### src/rtl/minibyte_uart_mmio.sv
// minibyte_uart_mmio
//   Memory-mapped UART transmitter for the minibyte CPU bus. CPU writes to
//   BASE_ADDR are queued in a small FIFO and drained by an 8N1 serializer.
//   A write to BASE_ADDR+1 clears the sticky overflow flag. The status
//   register at BASE_ADDR+1 is read back through a combinational read mux.
//
//   Optional feature macro: MINIBYTE_UART_PARITY_EN. When it is defined, an
//   even-parity bit is sent between the data bits and the stop bit (8E1).
//
// Parameters
//   BASE_ADDR     TX data register address; status register is at BASE_ADDR+1
//   CLKS_PER_BIT  clocks per serial bit (2..255)
//   FIFO_DEPTH    TX FIFO entries (power of 2, 2..16)
//
// Ports
//   clk_in       system clock, rising edge
//   rst_in       asynchronous active-high reset
//   addr_in      CPU address bus
//   data_in      CPU write data
//   we_in        CPU write enable
//   drive_in     CPU data-bus drive enable
//   rd_data_out  status byte when the status address is read, else 8'h00
//   rd_sel_out   high on a read (we_in=0) of either UART address
//   tx_out       serial line, idle high
//   irq_out      high while the FIFO is empty and the serializer is idle
module minibyte_uart_mmio #(
   parameter logic [7:0] BASE_ADDR    = 8'hFE,
   parameter int         CLKS_PER_BIT = 16,
   parameter int         FIFO_DEPTH   = 4
) (
   input  logic       clk_in,
   input  logic       rst_in,
   input  logic [7:0] addr_in,
   input  logic [7:0] data_in,
   input  logic       we_in,
   input  logic       drive_in,
   output logic [7:0] rd_data_out,
   output logic       rd_sel_out,
   output logic       tx_out,
   output logic       irq_out
);

   localparam int              PW        = $clog2(FIFO_DEPTH);
   localparam int              CW        = PW + 1;
   localparam logic [7:0]      STAT_ADDR = BASE_ADDR + 8'd1;
   localparam logic [7:0]      BAUD_LAST = 8'(CLKS_PER_BIT - 1);
   localparam logic [CW-1:0]   FULL_CNT  = CW'(FIFO_DEPTH);

   typedef enum logic [2:0] {
      S_IDLE,
      S_START,
      S_DATA,
`ifdef MINIBYTE_UART_PARITY_EN
      S_PARITY,
`endif
      S_STOP
   } state_t;

   state_t          state, state_nx;
   logic            we_d;
   logic            ovf;
   logic [7:0]      mem [FIFO_DEPTH];
   logic [PW-1:0]   wr_ptr, rd_ptr;
   logic [CW-1:0]   count, count_nx;
   logic [7:0]      baud;
   logic [2:0]      bit_cnt;
   logic [7:0]      shreg;
`ifdef MINIBYTE_UART_PARITY_EN
   logic            par_bit;
`endif

   logic            strobe, push, pop, shift, baud_clr, baud_end, tx_nx;
   logic            fifo_empty, fifo_full, busy;
   logic [7:0]      status;

   // Rising edge of we_in qualified by drive_in: one event per CPU write
   // no matter how long the CPU holds we_in.
   assign strobe     = we_in & drive_in & ~we_d;
   assign fifo_empty = (count == '0);
   assign fifo_full  = (count == FULL_CNT);
   // Fullness uses the pre-edge count, so a same-edge pop cannot make room.
   assign push       = strobe && (addr_in == BASE_ADDR) && !fifo_full;
   assign count_nx   = count + CW'(push) - CW'(pop);
   assign baud_end   = (baud == BAUD_LAST);
   assign busy       = (state != S_IDLE);

   assign status      = {4'b0, ovf, busy, fifo_empty, fifo_full};
   assign rd_sel_out  = !we_in && (addr_in == BASE_ADDR || addr_in == STAT_ADDR);
   assign rd_data_out = (!we_in && addr_in == STAT_ADDR) ? status : 8'h00;

   // ---------------- bus side: strobe history, overflow, FIFO ----------------
   always_ff @(posedge clk_in or posedge rst_in) begin
      if (rst_in) begin
         we_d   <= 1'b0;
         ovf    <= 1'b0;
         wr_ptr <= '0;
         rd_ptr <= '0;
         count  <= '0;
      end else begin
         we_d  <= we_in;
         count <= count_nx;
         if (push)
            wr_ptr <= wr_ptr + 1'b1;
         if (pop)
            rd_ptr <= rd_ptr + 1'b1;
         if (strobe && addr_in == BASE_ADDR && fifo_full)
            ovf <= 1'b1;
         else if (strobe && addr_in == STAT_ADDR)
            ovf <= 1'b0;
      end
   end

   // Storage carries no reset; only entries between the pointers are live.
   always_ff @(posedge clk_in) begin
      if (push)
         mem[wr_ptr] <= data_in;
   end

   // ---------------- serializer FSM ----------------
   always_ff @(posedge clk_in or posedge rst_in) begin
      if (rst_in)
         state <= S_IDLE;
      else
         state <= state_nx;
   end

   // tx_out is registered; tx_nx is the level for the cycle after this edge.
   always_comb begin
      state_nx = state;
      pop      = 1'b0;
      shift    = 1'b0;
      baud_clr = 1'b0;
      tx_nx    = tx_out;
      case (state)
         S_IDLE: begin
            tx_nx = 1'b1;
            if (!fifo_empty) begin
               pop      = 1'b1;
               tx_nx    = 1'b0;
               baud_clr = 1'b1;
               state_nx = S_START;
            end
         end
         S_START: begin
            if (baud_end) begin
               baud_clr = 1'b1;
               tx_nx    = shreg[0];
               state_nx = S_DATA;
            end
         end
         S_DATA: begin
            if (baud_end) begin
               baud_clr = 1'b1;
               if (bit_cnt == 3'd7) begin
`ifdef MINIBYTE_UART_PARITY_EN
                  tx_nx    = par_bit;
                  state_nx = S_PARITY;
`else
                  tx_nx    = 1'b1;
                  state_nx = S_STOP;
`endif
               end else begin
                  shift = 1'b1;
                  tx_nx = shreg[1];
               end
            end
         end
`ifdef MINIBYTE_UART_PARITY_EN
         S_PARITY: begin
            if (baud_end) begin
               baud_clr = 1'b1;
               tx_nx    = 1'b1;
               state_nx = S_STOP;
            end
         end
`endif
         S_STOP: begin
            if (baud_end) begin
               baud_clr = 1'b1;
               // Chain straight into the next start bit when data is waiting.
               if (!fifo_empty) begin
                  pop      = 1'b1;
                  tx_nx    = 1'b0;
                  state_nx = S_START;
               end else begin
                  tx_nx    = 1'b1;
                  state_nx = S_IDLE;
               end
            end
         end
         default: begin
            tx_nx    = 1'b1;
            state_nx = S_IDLE;
         end
      endcase
   end

   // ---------------- datapath: baud/bit counters, shifter, outputs ----------------
   always_ff @(posedge clk_in or posedge rst_in) begin
      if (rst_in) begin
         baud    <= '0;
         bit_cnt <= '0;
         shreg   <= '0;
         tx_out  <= 1'b1;
         irq_out <= 1'b1;
`ifdef MINIBYTE_UART_PARITY_EN
         par_bit <= 1'b0;
`endif
      end else begin
         tx_out  <= tx_nx;
         irq_out <= (count_nx == '0) && (state_nx == S_IDLE);

         if (baud_clr || state == S_IDLE)
            baud <= '0;
         else
            baud <= baud + 8'd1;

         if (state != S_DATA)
            bit_cnt <= '0;
         else if (shift)
            bit_cnt <= bit_cnt + 3'd1;

         if (pop) begin
            shreg <= mem[rd_ptr];
`ifdef MINIBYTE_UART_PARITY_EN
            par_bit <= ^mem[rd_ptr];
`endif
         end else if (shift) begin
            shreg <= {1'b0, shreg[7:1]};
         end
      end
   end

endmodule

### config.mk
export PLATFORM = sky130hd
export DESIGN_NAME = minibyte_uart_mmio
export DESIGN_NICKNAME = d
export VERILOG_FILES = /design/src/rtl/minibyte_uart_mmio.sv
export SDC_FILE = /design/constraint.sdc
export NUM_CORES = 1
export LEC_CHECK = 0
export CAP_MARGIN = 20
export CORE_MARGIN = 2
export CORE_UTILIZATION = 39
export DETAILED_ROUTE_END_ITERATION = 7
export HOLD_SLACK_MARGIN = 0.05
export SETUP_SLACK_MARGIN = 0.1
export SLEW_MARGIN = 20
export SYNTH_ARGS = -nofsm -noshare
export SYNTH_HDL_FRONTEND = slang
export SYNTH_SLANG_ARGS = --single-unit
export TNS_END_PERCENT = 1
### constraint.sdc
create_clock -name clk_in -period 2.8 [get_ports clk_in]
set_input_delay 0.84 -clock clk_in [delete_from_list [all_inputs] [get_ports clk_in]]
set_output_delay 0.84 -clock clk_in [all_outputs]
set_load 0.02 [all_outputs]
* Word level (Yosys, flattened, before mapping) *
Memory sizes are Yosys's and may differ from the RTL's.
Index checks and enable logic that the tools add are counted.

storage, ports and cells
  register bits = 33
  memory bits (writable) = 32
  input bits = 20
  word-level logic and storage cells = 85
  memories = 1

memories
  memory  depth  bits a word  rd ports  clocked after memory_dff  write ports  line  source
  mem     4      8            1         0                         1            62    logic [7:0] mem [FIFO_DEPTH];

cells by class
  add/subtract/negate cells = 6
  equality and inequality tests = 12
  muxes and demuxes = 31
  bitwise operators = 3
  reductions and logical operators = 21

operators with widths
  cell                                                                      count
  8-bit 2-to-1 mux                                                          3
  3-bit 2-to-1 mux                                                          7
  8-bit == test (second input constant)                                     2
  1-bit 2-to-1 mux                                                          16
  3-bit zero test                                                           4
  3-bit one-hot mux with 4 select lines                                     1
  8-bit by 1-bit adder with 8-bit output (second input constant)            1
  8-bit by 4-bit == test with 1-bit output (second input constant)          1
  1-bit logical AND                                                         7
  3-bit by 2-bit == test with 1-bit output (second input constant)          2
  3-bit == test (second input constant)                                     2
  2-bit inequality test (second input constant)                             3
  2-bit nonzero test                                                        3
  2-bit by 1-bit adder with 2-bit output (second input constant)            2
  4-bit 2-to-1 mux                                                          1
  1-bit one-hot mux with 2 select lines                                     2
  1-bit one-hot mux with 4 select lines                                     1
  3-bit by 1-bit adder with 3-bit output                                    1
  3-bit by 1-bit adder with 3-bit output (second input constant)            1
  3-bit by 1-bit == test with 1-bit output (second input constant)          1
  3-bit by 2-bit inequality test with 1-bit output (second input constant)  1
  3-bit AND reduction                                                       1
  3-bit nonzero test                                                        1
  3-bit OR reduction                                                        1
  5 further kinds                                                           8

* Logic depth before layout (Yosys ltp) *
Gate-level depths: netlist (run 1).

  word-level depth = 8
  mapped depth = 13

* Worst setup path before layout (run 1) *
Ideal clock, no wire load.

  path type = input to register
  start = input port addr_in[6]
  end = register irq_out
  data arrival time = 3.169 ns
  required time = 2.718 ns
  setup slack = -0.451 ns
  cell stages on the path = 11
  path buffers = 0
  path through = nand4_1 > nor4_1 > nor3b_2 > or2_2 > nand2_1 > ha_1 > fa_1 > xnor2_1 > xnor2_1 > or3_1 > nor3_1

on the way
  word-level cells in the longest chain between the ends = 7

ends and longest elaborated chain
  what                                         line  source
  from (decl)                                  33    input logic [7:0] addr_in,
  8-bit == test                                82    assign push = strobe && (addr_in == BASE_ADDR) && !fifo_full;
  1-bit logical AND (2 in a row)               82
  3-bit by 1-bit adder with 3-bit output       83    assign count_nx = count + CW'(push) - CW'(pop);
  3-bit by 1-bit subtractor with 3-bit output  83
  via count_nx[2]                              64    logic [CW-1:0] count, count_nx;
  3-bit zero test                              211   irq_out <= (count_nx == '0) && (state_nx == S_IDLE);
  1-bit logical AND                            211
  to (signal assigned)                         211
  to (decl)                                    40    output logic irq_out

The timed path passes the listed nets, and every way through them passes these cells.
A chain may end at the register's enable or synchronous reset.

* Worst setup path in the final report (run 1) *
Ends and elaborated chain as after synthesis.

==> results of run 1 <==
==> repair_timing <==
| item | 4_1_cts | 5_1_grt |
|---|---|---|
| hold endpoints to repair | 0 | 0 |
| resized for setup | 58 | 8 |
| endpoints found under the setup margin | 7 | 6 |
| pin swaps | 12 | 10 |
| buffers inserted | 2 | 1 |
==> cell usage in the layout (no fill, tap or decap), types with 3 or more instances in the layout <==
cell type and instances:
sky130_fd_sc_hd__inv_1 6, sky130_fd_sc_hd__conb_1 5, sky130_fd_sc_hd__and2_1 5, sky130_fd_sc_hd__dlygate4sd2_1 3, sky130_fd_sc_hd__buf_6 4, sky130_fd_sc_hd__clkinvlp_4 3, sky130_fd_sc_hd__nand3_1 3, sky130_fd_sc_hd__clkdlybuf4s50_1 11
sky130_fd_sc_hd__nor3_1 6, sky130_fd_sc_hd__ha_1 7, sky130_fd_sc_hd__mux2_4 5, sky130_fd_sc_hd__buf_12 4, sky130_fd_sc_hd__edfxtp_1 32, sky130_fd_sc_hd__nor2_1 14, sky130_fd_sc_hd__nand2_1 4, sky130_fd_sc_hd__a21oi_1 4
sky130_fd_sc_hd__clkdlybuf4s15_1 3, sky130_fd_sc_hd__xor2_1 4, sky130_fd_sc_hd__xnor2_1 7, sky130_fd_sc_hd__mux4_2 8, sky130_fd_sc_hd__mux2i_1 3, sky130_fd_sc_hd__dfrtp_1 31, sky130_fd_sc_hd__mux2_2 9, sky130_fd_sc_hd__and3_1 6
sky130_fd_sc_hd__buf_4 31, sky130_fd_sc_hd__clkbuf_8 9
==> flip-flops by register name, indices dropped and copies added (netlist names) <==
name	count
baud	8
bit_cnt	3
count	3
irq_out	1
mem	32
ovf	1
rd_ptr	2
shreg	8
state	3
tx_out	1
we_d	1
wr_ptr	2
==> per-layer routing <==
metal	global-route usage, %	up-vias	share of wire (%)
met5	0	-	0
met4	6.03	0	1.9
met3	4.19	9	2.9
met2	21.2	25	48
met1	16.7	815	47
li1	-	839	-
==> worst max-delay path: stages <==
cell and delay [ns]:
sky130_fd_sc_hd__buf_6 0.06, sky130_fd_sc_hd__nand4_1 0.16, sky130_fd_sc_hd__nor4_4 0.32, sky130_fd_sc_hd__nor3b_4 0.24
sky130_fd_sc_hd__or2_4 0.16, sky130_fd_sc_hd__nand2_4 0.05, sky130_fd_sc_hd__ha_4 0.15, sky130_fd_sc_hd__fa_2 0.34
sky130_fd_sc_hd__xnor2_2 0.16, sky130_fd_sc_hd__xnor2_2 0.14, sky130_fd_sc_hd__or3_4 0.37, sky130_fd_sc_hd__nor3_2 0.11
==> layout make-up <==
cell class                      count  area share (%)
Clock buffer                        9            3.26
Clock inverter                      7            1.88
Inverter                            6           0.592
Multi-Input combinational cell    122            29.7
Sequential cell                    65            47.1
Tap cell                           99            3.26
Timing Repair Buffer               58            14.2
==> where the power goes <==
part           total [mW]  switching, mW  internal [mW]
sequential           1.26          0.133           1.13
clock               0.762          0.353          0.408
combinational       0.732          0.265          0.467
==> synth_stat cells (2+ instances only) <==
master and count:
sky130_fd_sc_hd__mux4_2 8, sky130_fd_sc_hd__xor2_1 4, sky130_fd_sc_hd__mux2_4 5, sky130_fd_sc_hd__nand2_1 7, sky130_fd_sc_hd__nor2b_1 3, sky130_fd_sc_hd__nor4_1 2
sky130_fd_sc_hd__mux2i_1 3, sky130_fd_sc_hd__or3_1 3, sky130_fd_sc_hd__dfrtp_1 31, sky130_fd_sc_hd__buf_4 4, sky130_fd_sc_hd__buf_6 2, sky130_fd_sc_hd__nor2_1 14
sky130_fd_sc_hd__edfxtp_1 32, sky130_fd_sc_hd__nor3_1 7, sky130_fd_sc_hd__a211oi_1 2, sky130_fd_sc_hd__a21oi_1 4, sky130_fd_sc_hd__nand3_1 4, sky130_fd_sc_hd__xnor2_1 9
sky130_fd_sc_hd__dfstp_2 2, sky130_fd_sc_hd__mux2_2 9, sky130_fd_sc_hd__clkbuf_1 2, sky130_fd_sc_hd__inv_1 6, sky130_fd_sc_hd__ha_1 8, sky130_fd_sc_hd__and2_1 5
sky130_fd_sc_hd__and3_1 6
==> path summary, 6_finish.rpt <==
check / start / to / slack (ns) / cells after the start
worst min-delay path: baud[0] / baud[0] / 0.46 / 1
worst max register to register: state[1] / irq_out / -0.04 / 10
worst max-delay path: addr_in[6] / irq_out / -0.05 / 12
worst min register to register: baud[0] / baud[0] / 0.46 / 1
min in group asynchronous: rst_in / baud[3] / 0.89 / 3
max in group asynchronous: rst_in / tx_out / 1.58 / 3
==> logic make-up after synthesis <==
family / synth area share [%]
buf+inv: 3.16
compound gates: 2.94
xor+xnor: 3.94
other cells: 0.130
flops: 61.9
simple gates: 10.5
mux: 13.4
fa+ha+maj: 4.15
==> implementation parameters, run 1 <==
Parameter                              Value

Run status
  Run status    complete, but fails checks
  Violations in the final reports    negative setup slack

Cells and area
  Multi-input combinational cell area    between 0.001 and 0.0015 mm^2
  Final std cells w/o fill    around 370
  Register cell area after layout    approximately 0.0018 mm^2
  Share of the core filled with cells in the final layout    between 50% and 60%
  Final instance area    between 0.003 and 0.004 mm^2
  Nets    291
  Layout overhead on the synthesized area    31.4%
  Proportion of layout cells with a drive suffix above 1    between 30% and 40%
  Fill cell instance count of the final layout    slightly above 600
  Antenna cell count    0

Global routing
  Pin count of the biggest net entering global routing    34
  Number of global-route vias before repair    ~1.8k
  All-layer global routing usage    a little over an eighth
  Global-route wire length before repair    8.34 mm
  Total overflow reported by the global router    0
  Initial antenna violation count    0

Power
  Power Total    around 2.8 mW
  Pleak    roughly 1.6 nW
  Power Density    between 700 and 800 mW/mm^2
  Maximum resistive drop on vdd    0.000412 V

Synth
  Synthesized area per cell    between 10 and 15 um^2
  Cell area after synthesis    roughly 0.0029 mm^2
  Synthesis Warnings    0
  Cell taking the most area after synthesis    sky130_fd_sc_hd__edfxtp_1
  Post-Syn Instances    ~200
  Proportion of synthesized chip area in sequential cells    61.9%
  Number of enable flip-flop cells after synthesis    32
  Primary FF master, synth    sky130_fd_sc_hd__edfxtp_1
  Dominant cells by area after synthesis    sky130_fd_sc_hd__edfxtp_1 (33%), sky130_fd_sc_hd__dfrtp_1 (27%), sky130_fd_sc_hd__mux4_2 (6.2%)
  Area share of the largest cell type after synthesis    between 30 and 40%
  Post-synth cell types    42
  Post-synthesis async set-or-reset flop share    just over 50%
  Number of synthesized register bits    65

Route
  Initial DRC count    46
  Post-detailed-route via-to-cell ratio    around 4.6
  Count of unresolved DRC violations after routing    0
  First-pass DRT Iterations    3
  Total via count after detailed routing    between 1.5k and 2k
  DRT Wirelength    4.88 mm
  ANT nets after route    0
  Wirelength per Cell    13.3 um

Die
  Core Region    just over 0.007 mm^2
  Die X-Extent    90.1 um
  Num ports    31
  Chip height    roughly 90 um
  Effective utilization at floorplan    ~40%
  Die outline area    between 0.008 and 0.009 mm^2
  Number of rows in the core area    31

Worst setup path
  Critical setup path kind    input pin to register
  CP Data Arrival Time    3.11 ns
  Maximum fanout along the worst path    2
  Required time at the worst-slack endpoint    between 3 and 4 ns
  Endpoint class of the critical path    register
  Worst setup SP type    input pin

Timing
  Worst Tran Pin Value    about 0.6 ns
  Worst clock skew    0.00672 ns
  Post-route minimum period    2.85 ns
  Hold Vio Cnt, Final    0
  Final setup violation count    1
  Normalized max-slew margin    between 60 and 70%
  Maximum operating frequency    about 0.35 GHz
  Crit share post-route    102%
  Unrepaired setup endpoints after global routing    yes
  Final Max Slew Viols    0
  Crit path setup slack, layout    -0.0479 ns
  Accumulated negative setup slack    -0.0479 ns
  Worst Hold Slack    ~0.46 ns

CTS
  Clk Tree Root Cell    sky130_fd_sc_hd__clkbuf_8
  Clock-pin slew on the worst setup and hold paths    0.07 ns
  Num CTS Buffers    9
  Total number of H-tree levels    3
  Count of clock tree sinks    65
  TritonCTS clock tree    yes
  Cts-stage hold buffer count    0
  Source-to-sink clock delay at the later pin of the worst-skew pair    0.34 ns
  CTS max path bufs    2

Job
  Max-capacitance violation count    0

Placement
  RD Place Congestion    0.774
  Post-placement cell area    around 0.0035 mm^2
  Final HPWL from detailed placement    approximately 3.3 mm
  Setup WS pre-CTS    -0.754 ns
  Placed instance count    approximately 350
  Port-buffer cells    26

Worst hold path
  Worst min-delay path class    register to register
No activity file was read; power rests on OpenSTA's default activity.
==> inputs of run 2 (changes only) <==
--- a/config.mk
+++ b/config.mk
@@ -10,4 +10,5 @@
 export CORE_UTILIZATION = 39
 export DETAILED_ROUTE_END_ITERATION = 7
+export GPL_TIMING_DRIVEN = 0
 export HOLD_SLACK_MARGIN = 0.05
 export SETUP_SLACK_MARGIN = 0.1
==> constraint.sdc (replaced) <==
create_clock -name clk_in -period 2.8 [get_ports clk_in]
set_input_delay 0.28 -clock clk_in [delete_from_list [all_inputs] [get_ports clk_in]]
set_output_delay 0.28 -clock clk_in [all_outputs]
set_load 0.02 [all_outputs]
==> run 2 against run 1 <==
Compared with the run above:
- count of clock-buffer cells in the layout is 1 higher
- die area is the same
- combinational power rose by 5.5%
- clock skew hardly changed
- largest cell class unchanged
- critical path depth decreased by 1
- register-to-register slack worse by 0.06 ns
- sequential power is 3% lower
- design area is 3.1% lower
- wire length fell by 2.0%
- the flow still finishes with violations (negative setup slack)
- core utilization decreased by 1.6 points
==> implementation parameters, run 2 (synthesized netlist as in run 1, its figures left out) <==
Parameter                              Value

Worst setup path
  Required time at the worst-slack endpoint    roughly 3 ns
  CP dominant cell by count    sky130_fd_sc_hd__buf_6
  Endpoint class of the critical path    register
  Maximum fanout along the worst path    3
  Worst setup path startpoint    state[1]
  Worst-path cell with the longest stage delay    sky130_fd_sc_hd__or4_4
  Critical register-to-register path endpoint    irq_out
  Cells along the critical path    buf_6 -> nor2b_4 -> or4_4 -> a21o_1 -> buf_6 -> or2_4 -> nand2_4 -> ha_4 -> fa_2 -> or3_4 -> nor3_2
  RR Startpoint    state[1]
  Reg2reg path depth    11
  Worst path max stage delay    ~0.48 ns
  Reg2Reg Setup Slack    -0.1 ns
  CP Data Arrival Time    3.17 ns
  Worst path top cell family by delay    simple AND/OR/NAND/NOR gates
  Number of buffer and inverter stages on the critical path    2
  Critical setup path kind    register to register
  Worst setup SP type    register

Cells and area
  Multi-input combinational cell area    0.00113 mm^2
  Max reg flops    32
  Biggest regs    mem x32, baud x8, shreg x8
  Proportion of layout cells with a drive suffix above 1    29.2%
  Register cell area after layout    about 0.0018 mm^2
  Nets    around 280
  Commonest non-fill, non-tap cells in the layout    sky130_fd_sc_hd__edfxtp_1 (32), sky130_fd_sc_hd__dfrtp_1 (30), sky130_fd_sc_hd__clkdlybuf4s50_1 (26)
  Antenna cell count    0
  Layout overhead on the synthesized area    27.4%
  Leading cell type in the layout, fill and taps excluded    sky130_fd_sc_hd__edfxtp_1
  Register name with the most flops    mem
  Fill cell instance count of the final layout    between 600 and 700
  Share of the core filled with cells in the final layout    51.1%
  Final std cells w/o fill    352

Global routing
  Number of global-route vias before repair    1713
  Total overflow reported by the global router    0
  Pin count of the biggest net entering global routing    34
  All-layer global routing usage    roughly an eighth
  Initial antenna violation count    0
  Global-route wire length before repair    between 8 and 9 mm

CTS
  Clk Tree Root Cell    sky130_fd_sc_hd__clkbuf_8
  Clock-pin slew on the worst setup and hold paths    ~0.07 ns
  TritonCTS clock tree    yes
  CTS max path bufs    2
  Total number of H-tree levels    3
  Source-to-sink clock delay at the later pin of the worst-skew pair    roughly 0.34 ns
  Num CTS Buffers    9
  Count of clock tree sinks    65

Route
  Wirelength per Cell    between 10 and 15 um
  Total via count after detailed routing    ~1.7k
  DRT Wirelength    about 4.8 mm
  ANT nets after route    0
  Count of unresolved DRC violations after routing    0
  First-pass DRT Iterations    3
  Post-detailed-route via-to-cell ratio    4.71
  Initial DRC count    between 50 and 60

Timing
  Crit share post-route    104%
  Unrepaired setup endpoints after global routing    yes
  Maximum operating frequency    ~0.34 GHz
  Hold Vio Cnt, Final    0
  Final setup violation count    1
  Worst Tran Pin Value    ~0.78 ns
  Post-route minimum period    ~2.9 ns
  Normalized max-slew margin    a little under half
  Worst Hold Slack    0.362 ns
  Accumulated negative setup slack    -0.0989 ns
  Final Max Slew Viols    0
  Crit path setup slack, layout    -0.0989 ns
  Worst clock skew    roughly 0.0064 ns

Placement
  Setup WS pre-CTS    -0.852 ns
  Port-buffer cells    26
  Placed instance count    between 300 and 400
  Final HPWL from detailed placement    3.15 mm
  RD Place Congestion    just over 0.7

Job
  Max-capacitance violation count    0

Die
  Chip height    approximately 90 um
  Die outline area    between 0.008 and 0.009 mm^2
  Core Region    about 0.0072 mm^2
  Number of rows in the core area    31
  Num ports    31
  Die X-Extent    ~90 um
  Effective utilization at floorplan    40.1%

Run status
  Run status    complete, but fails checks
  Violations in the final reports    negative setup slack

Worst hold path
  Worst min-delay path class    input pin to asynchronous set/reset pin

Power
  Pleak    around 1.5 nW
  Maximum resistive drop on vdd    about 0.00043 V
  Power Density    ~780 mW/mm^2
## run 2: worst max path at each step
stage	end	cells past startpoint
floorplan	irq_out	11
global placement	irq_out	12
detailed placement	irq_out	12
CTS	irq_out	13
global route	irq_out	11
finish	irq_out	11
## run 2: final cells by class
| class | count | share of cell area, % |
|---|---|---|
| timing repair buffer | 35 | 8.90 |
| sequential | 65 | 48.6 |
| buffer | 9 | 1.94 |
| inverter | 6 | 0.611 |
| clock buffer | 10 | 3.46 |
| clock inverter | 6 | 2.48 |
| multi-input combinational | 122 | 30.7 |
| tap | 99 | 3.36 |
## run 2: metal layers
metal | routed length, um | track usage, % | share of wire [%]
met1 | 2130 | 16.3 | 44
met2 | 2370 | 21.1 | 50
met3 | 190 | 4.61 | 4.0
met4 | 92 | 5.38 | 1.9
met5 | 0 | 0 | 0
## run 2: where the power goes
| group | switching, mW | leakage (nW) | internal [mW] |
|---|---|---|---|
| clock | 0.365 | 0.111 | 0.506 |
| sequential | 0.0848 | 0.698 | 1.13 |
| combinational | 0.310 | 0.676 | 0.462 |
| total | 0.760 | 1.49 | 2.10 |
## run 2: metrics by stage
step | cell area (um^2) | power, mW
after floorplan | 2910 | 1.73
after global placement | 3290 | 1.87
after detailed placement | 3290 | 1.89
after CTS | 3640 | 2.86
after global routing | 3680 | 3.02
final | 3680 | 2.86
## run 2: repair_timing
item,in CTS,in global routing
gates cloned,0,0
buffers inserted,8,1
hold buffers,0,0
pin swaps,8,8
setup endpoints to repair,2,2
resized for setup,15,8
==> inputs of run 3 (changes only) <==
Settings changed: CTS_BUF_LIST from default to sky130_fd_sc_hd__clkbuf_8, DONT_BUFFER_PORTS from default to 1.
==> run 3 against run 2 <==
Compared with the run above:
- cell count fell by 4.5%
- combinational power fell by 5.3%
- via count fell by 4.5%
- clock power fell by 9.4%
- the flow still finishes with violations (negative setup slack)
- non-clock buffer count fell by 16
- design area fell by 5.6%
- total power fell by 4.0%
- global-route usage fell by 0.73 points
- largest cell class unchanged
==> implementation parameters, run 3 (synthesized netlist as in run 1, its figures left out) <==
Parameter                              Value

Worst setup path
  Worst setup SP type    register
  Endpoint class of the critical path    register
  CP Data Arrival Time    ~3.2 ns
  Critical register-to-register path endpoint    irq_out
  CP dominant cell by count    sky130_fd_sc_hd__buf_6
  Cells along the critical path    buf_6 -> nor2b_4 -> or4_4 -> a21o_1 -> buf_6 -> or2_4 -> nand2_4 -> ha_4 -> fa_2 -> or3_4 -> nor3_2
  Worst-path cell with the longest stage delay    sky130_fd_sc_hd__or4_4
  Maximum fanout along the worst path    3
  Reg2reg path depth    11
  Worst path max stage delay    between 0.4 and 0.5 ns
  Critical setup path kind    register to register
  Required time at the worst-slack endpoint    between 3 and 4 ns
  Reg2Reg Setup Slack    -0.1 ns
  RR Startpoint    state[0]

Timing
  Worst Hold Slack    0.234 ns
  Crit path setup slack, layout    -0.0981 ns
  Post-route minimum period    ~2.9 ns
  Maximum operating frequency    approximately 0.35 GHz
  Accumulated negative setup slack    -0.0981 ns
  Crit share post-route    104%
  Worst Tran Pin Value    about 0.87 ns
  Worst clock skew    about 0.0070 ns
  Normalized max-slew margin    41.8%
  Unrepaired setup endpoints after global routing    yes
  Final Max Slew Viols    0
  Hold Vio Cnt, Final    0
  Final setup violation count    1

Die
  Core Region    slightly above 0.007 mm^2
  Number of rows in the core area    31
  Effective utilization at floorplan    between 40% and 50%
  Die outline area    around 0.008 mm^2
  Num ports    31
  Chip height    between 90 and 100 um
  Die X-Extent    about 90 um

Cells and area
  Commonest non-fill, non-tap cells in the layout    sky130_fd_sc_hd__edfxtp_1 (32), sky130_fd_sc_hd__dfrtp_1 (31), sky130_fd_sc_hd__nor2_1 (14)
  Biggest regs    mem x32, baud x8, shreg x8
  Register cell area after layout    between 0.0015 and 0.002 mm^2
  Register name with the most flops    mem
  Max reg flops    32
  Layout overhead on the synthesized area    20.3%
  Proportion of layout cells with a drive suffix above 1    approximately 29%
  Multi-input combinational cell area    around 0.0011 mm^2
  Nets    261
  Fill cell instance count of the final layout    roughly 650
  Antenna cell count    0
  Leading cell type in the layout, fill and taps excluded    sky130_fd_sc_hd__edfxtp_1
  Share of the core filled with cells in the final layout    approximately half

CTS
  TritonCTS clock tree    yes
  Num CTS Buffers    9
  Source-to-sink clock delay at the later pin of the worst-skew pair    around 0.34 ns
  Clock-pin slew on the worst setup and hold paths    about 0.07 ns
  Count of clock tree sinks    65
  CTS max path bufs    2
  Clk Tree Root Cell    sky130_fd_sc_hd__clkbuf_8
  Total number of H-tree levels    3

Global routing
  Pin count of the biggest net entering global routing    34
  Number of global-route vias before repair    1622
  All-layer global routing usage    between 10% and 20%
  Global-route wire length before repair    between 7 and 8 mm
  Total overflow reported by the global router    0
  Initial antenna violation count    0

Placement
  Final HPWL from detailed placement    ~3.1 mm
  RD Place Congestion    around 0.74
  Setup WS pre-CTS    -0.312 ns
  Port-buffer cells    0

Power
  Power Total    2.75 mW
  Combinational share of power    between 20% and 30%
  Clock share of power    28.7%
  Switching Share    between 20 and 30%
  Power Density    slightly below 800 mW/mm^2
  Net switching power of the design    762 uW
  Pleak    between 1 and 1.5 nW
  Maximum resistive drop on vdd    around 0.00040 V
  Seq pwr share    44.6%
  Internal power    ~2.0 mW

Route
  Routed length on met3    224 um
  Total via count after detailed routing    around 1.6k
  First-pass DRT Iterations    4
  Length of routed met2 wiring    2.25 mm
  Count of unresolved DRC violations after routing    0
  Initial DRC count    68
  Met1 routed wirelength after detailed routing    2.09 mm
  DRT Wirelength    between 4 and 5 mm
  ANT nets after route    0
  Post-detailed-route via-to-cell ratio    around 4.7
  Max layer used    met4
  Wirelength per Cell    approximately 14 um

Worst hold path
  Hold_sp    drive_in
  Worst Hold Path Cells    3
  Worst Hold Path EP    ovf
  Worst min-delay path class    input pin to register

Run status
  Violations in the final reports    negative setup slack
  Run status    complete, but fails checks

Job
  Max-capacitance violation count    0
==> run 3: cell type report <==
class | instances | area share, %
plain buffers | 9 | 2.05
clock buffers | 9 | 3.56
clock inverters | 7 | 2.23
inverters | 6 | 0.647
multi-input cells | 122 | 31.6
flip-flops and latches | 65 | 51.4
well taps | 99 | 3.56
repair buffers | 19 | 4.89
==> run 3: worst max-delay path by stage <==
stage / slack, ns / depth (start not counted) / from / to
6_report: -0.1 / 11 / state[0] / irq_out
3_5_place_dp: -0.31 / 13 / baud[0] / irq_out
3_3_place_gp: -0.28 / 13 / baud[0] / irq_out
2_1_floorplan: -0.09 / 11 / state[1] / irq_out
4_1_cts: -0.1 / 13 / state[1] / irq_out
5_1_grt: -0.17 / 11 / state[0] / irq_out
==> run 3: per-stage QoR <==
stage,instances,instance area (um^2)
after detailed placement,302,3030
after global routing,336,3480
final,336,3480
after global placement,302,3030
after CTS,334,3450
after floorplan,203,2910
==> run 3: worst max-delay path: cells and delay by family, from the launching register on <==
family                   cells  cell delay, ns
buffers and inverters        2            0.25
adder cells (fa/ha/maj)      2            0.54
flip-flops                   1            0.39
AND/OR/NAND/NOR              6            1.45
AO/OA/AOI/OAI                1            0.19
==> run 3: power by group through the flow <==
stage          combinational, mW  sequential (mW)  clock, mW
5_1_grt                    0.799             1.24      0.858
3_5_place_dp               0.608             1.24          0
2_1_floorplan              0.515             1.21          0
3_3_place_gp               0.595             1.23          0
6_report                   0.731             1.23      0.789
4_1_cts                    0.728             1.23      0.818
==> run 3: repair_timing <==
action,CTS,global route
gates cloned,0,0
gates resized for setup,13,4
setup buffers,6,2
pin swaps,6,8
endpoints found under the setup margin,1,1
endpoints found under the hold margin,65,0
hold buffers,11,0
==> run 3: per-layer routing <==
metal,vias up,GRT usage (%)
met3,7,5.70
met5,-,0
met4,0,4.62
met1,771,14.9
li1,778,-
met2,28,19.6
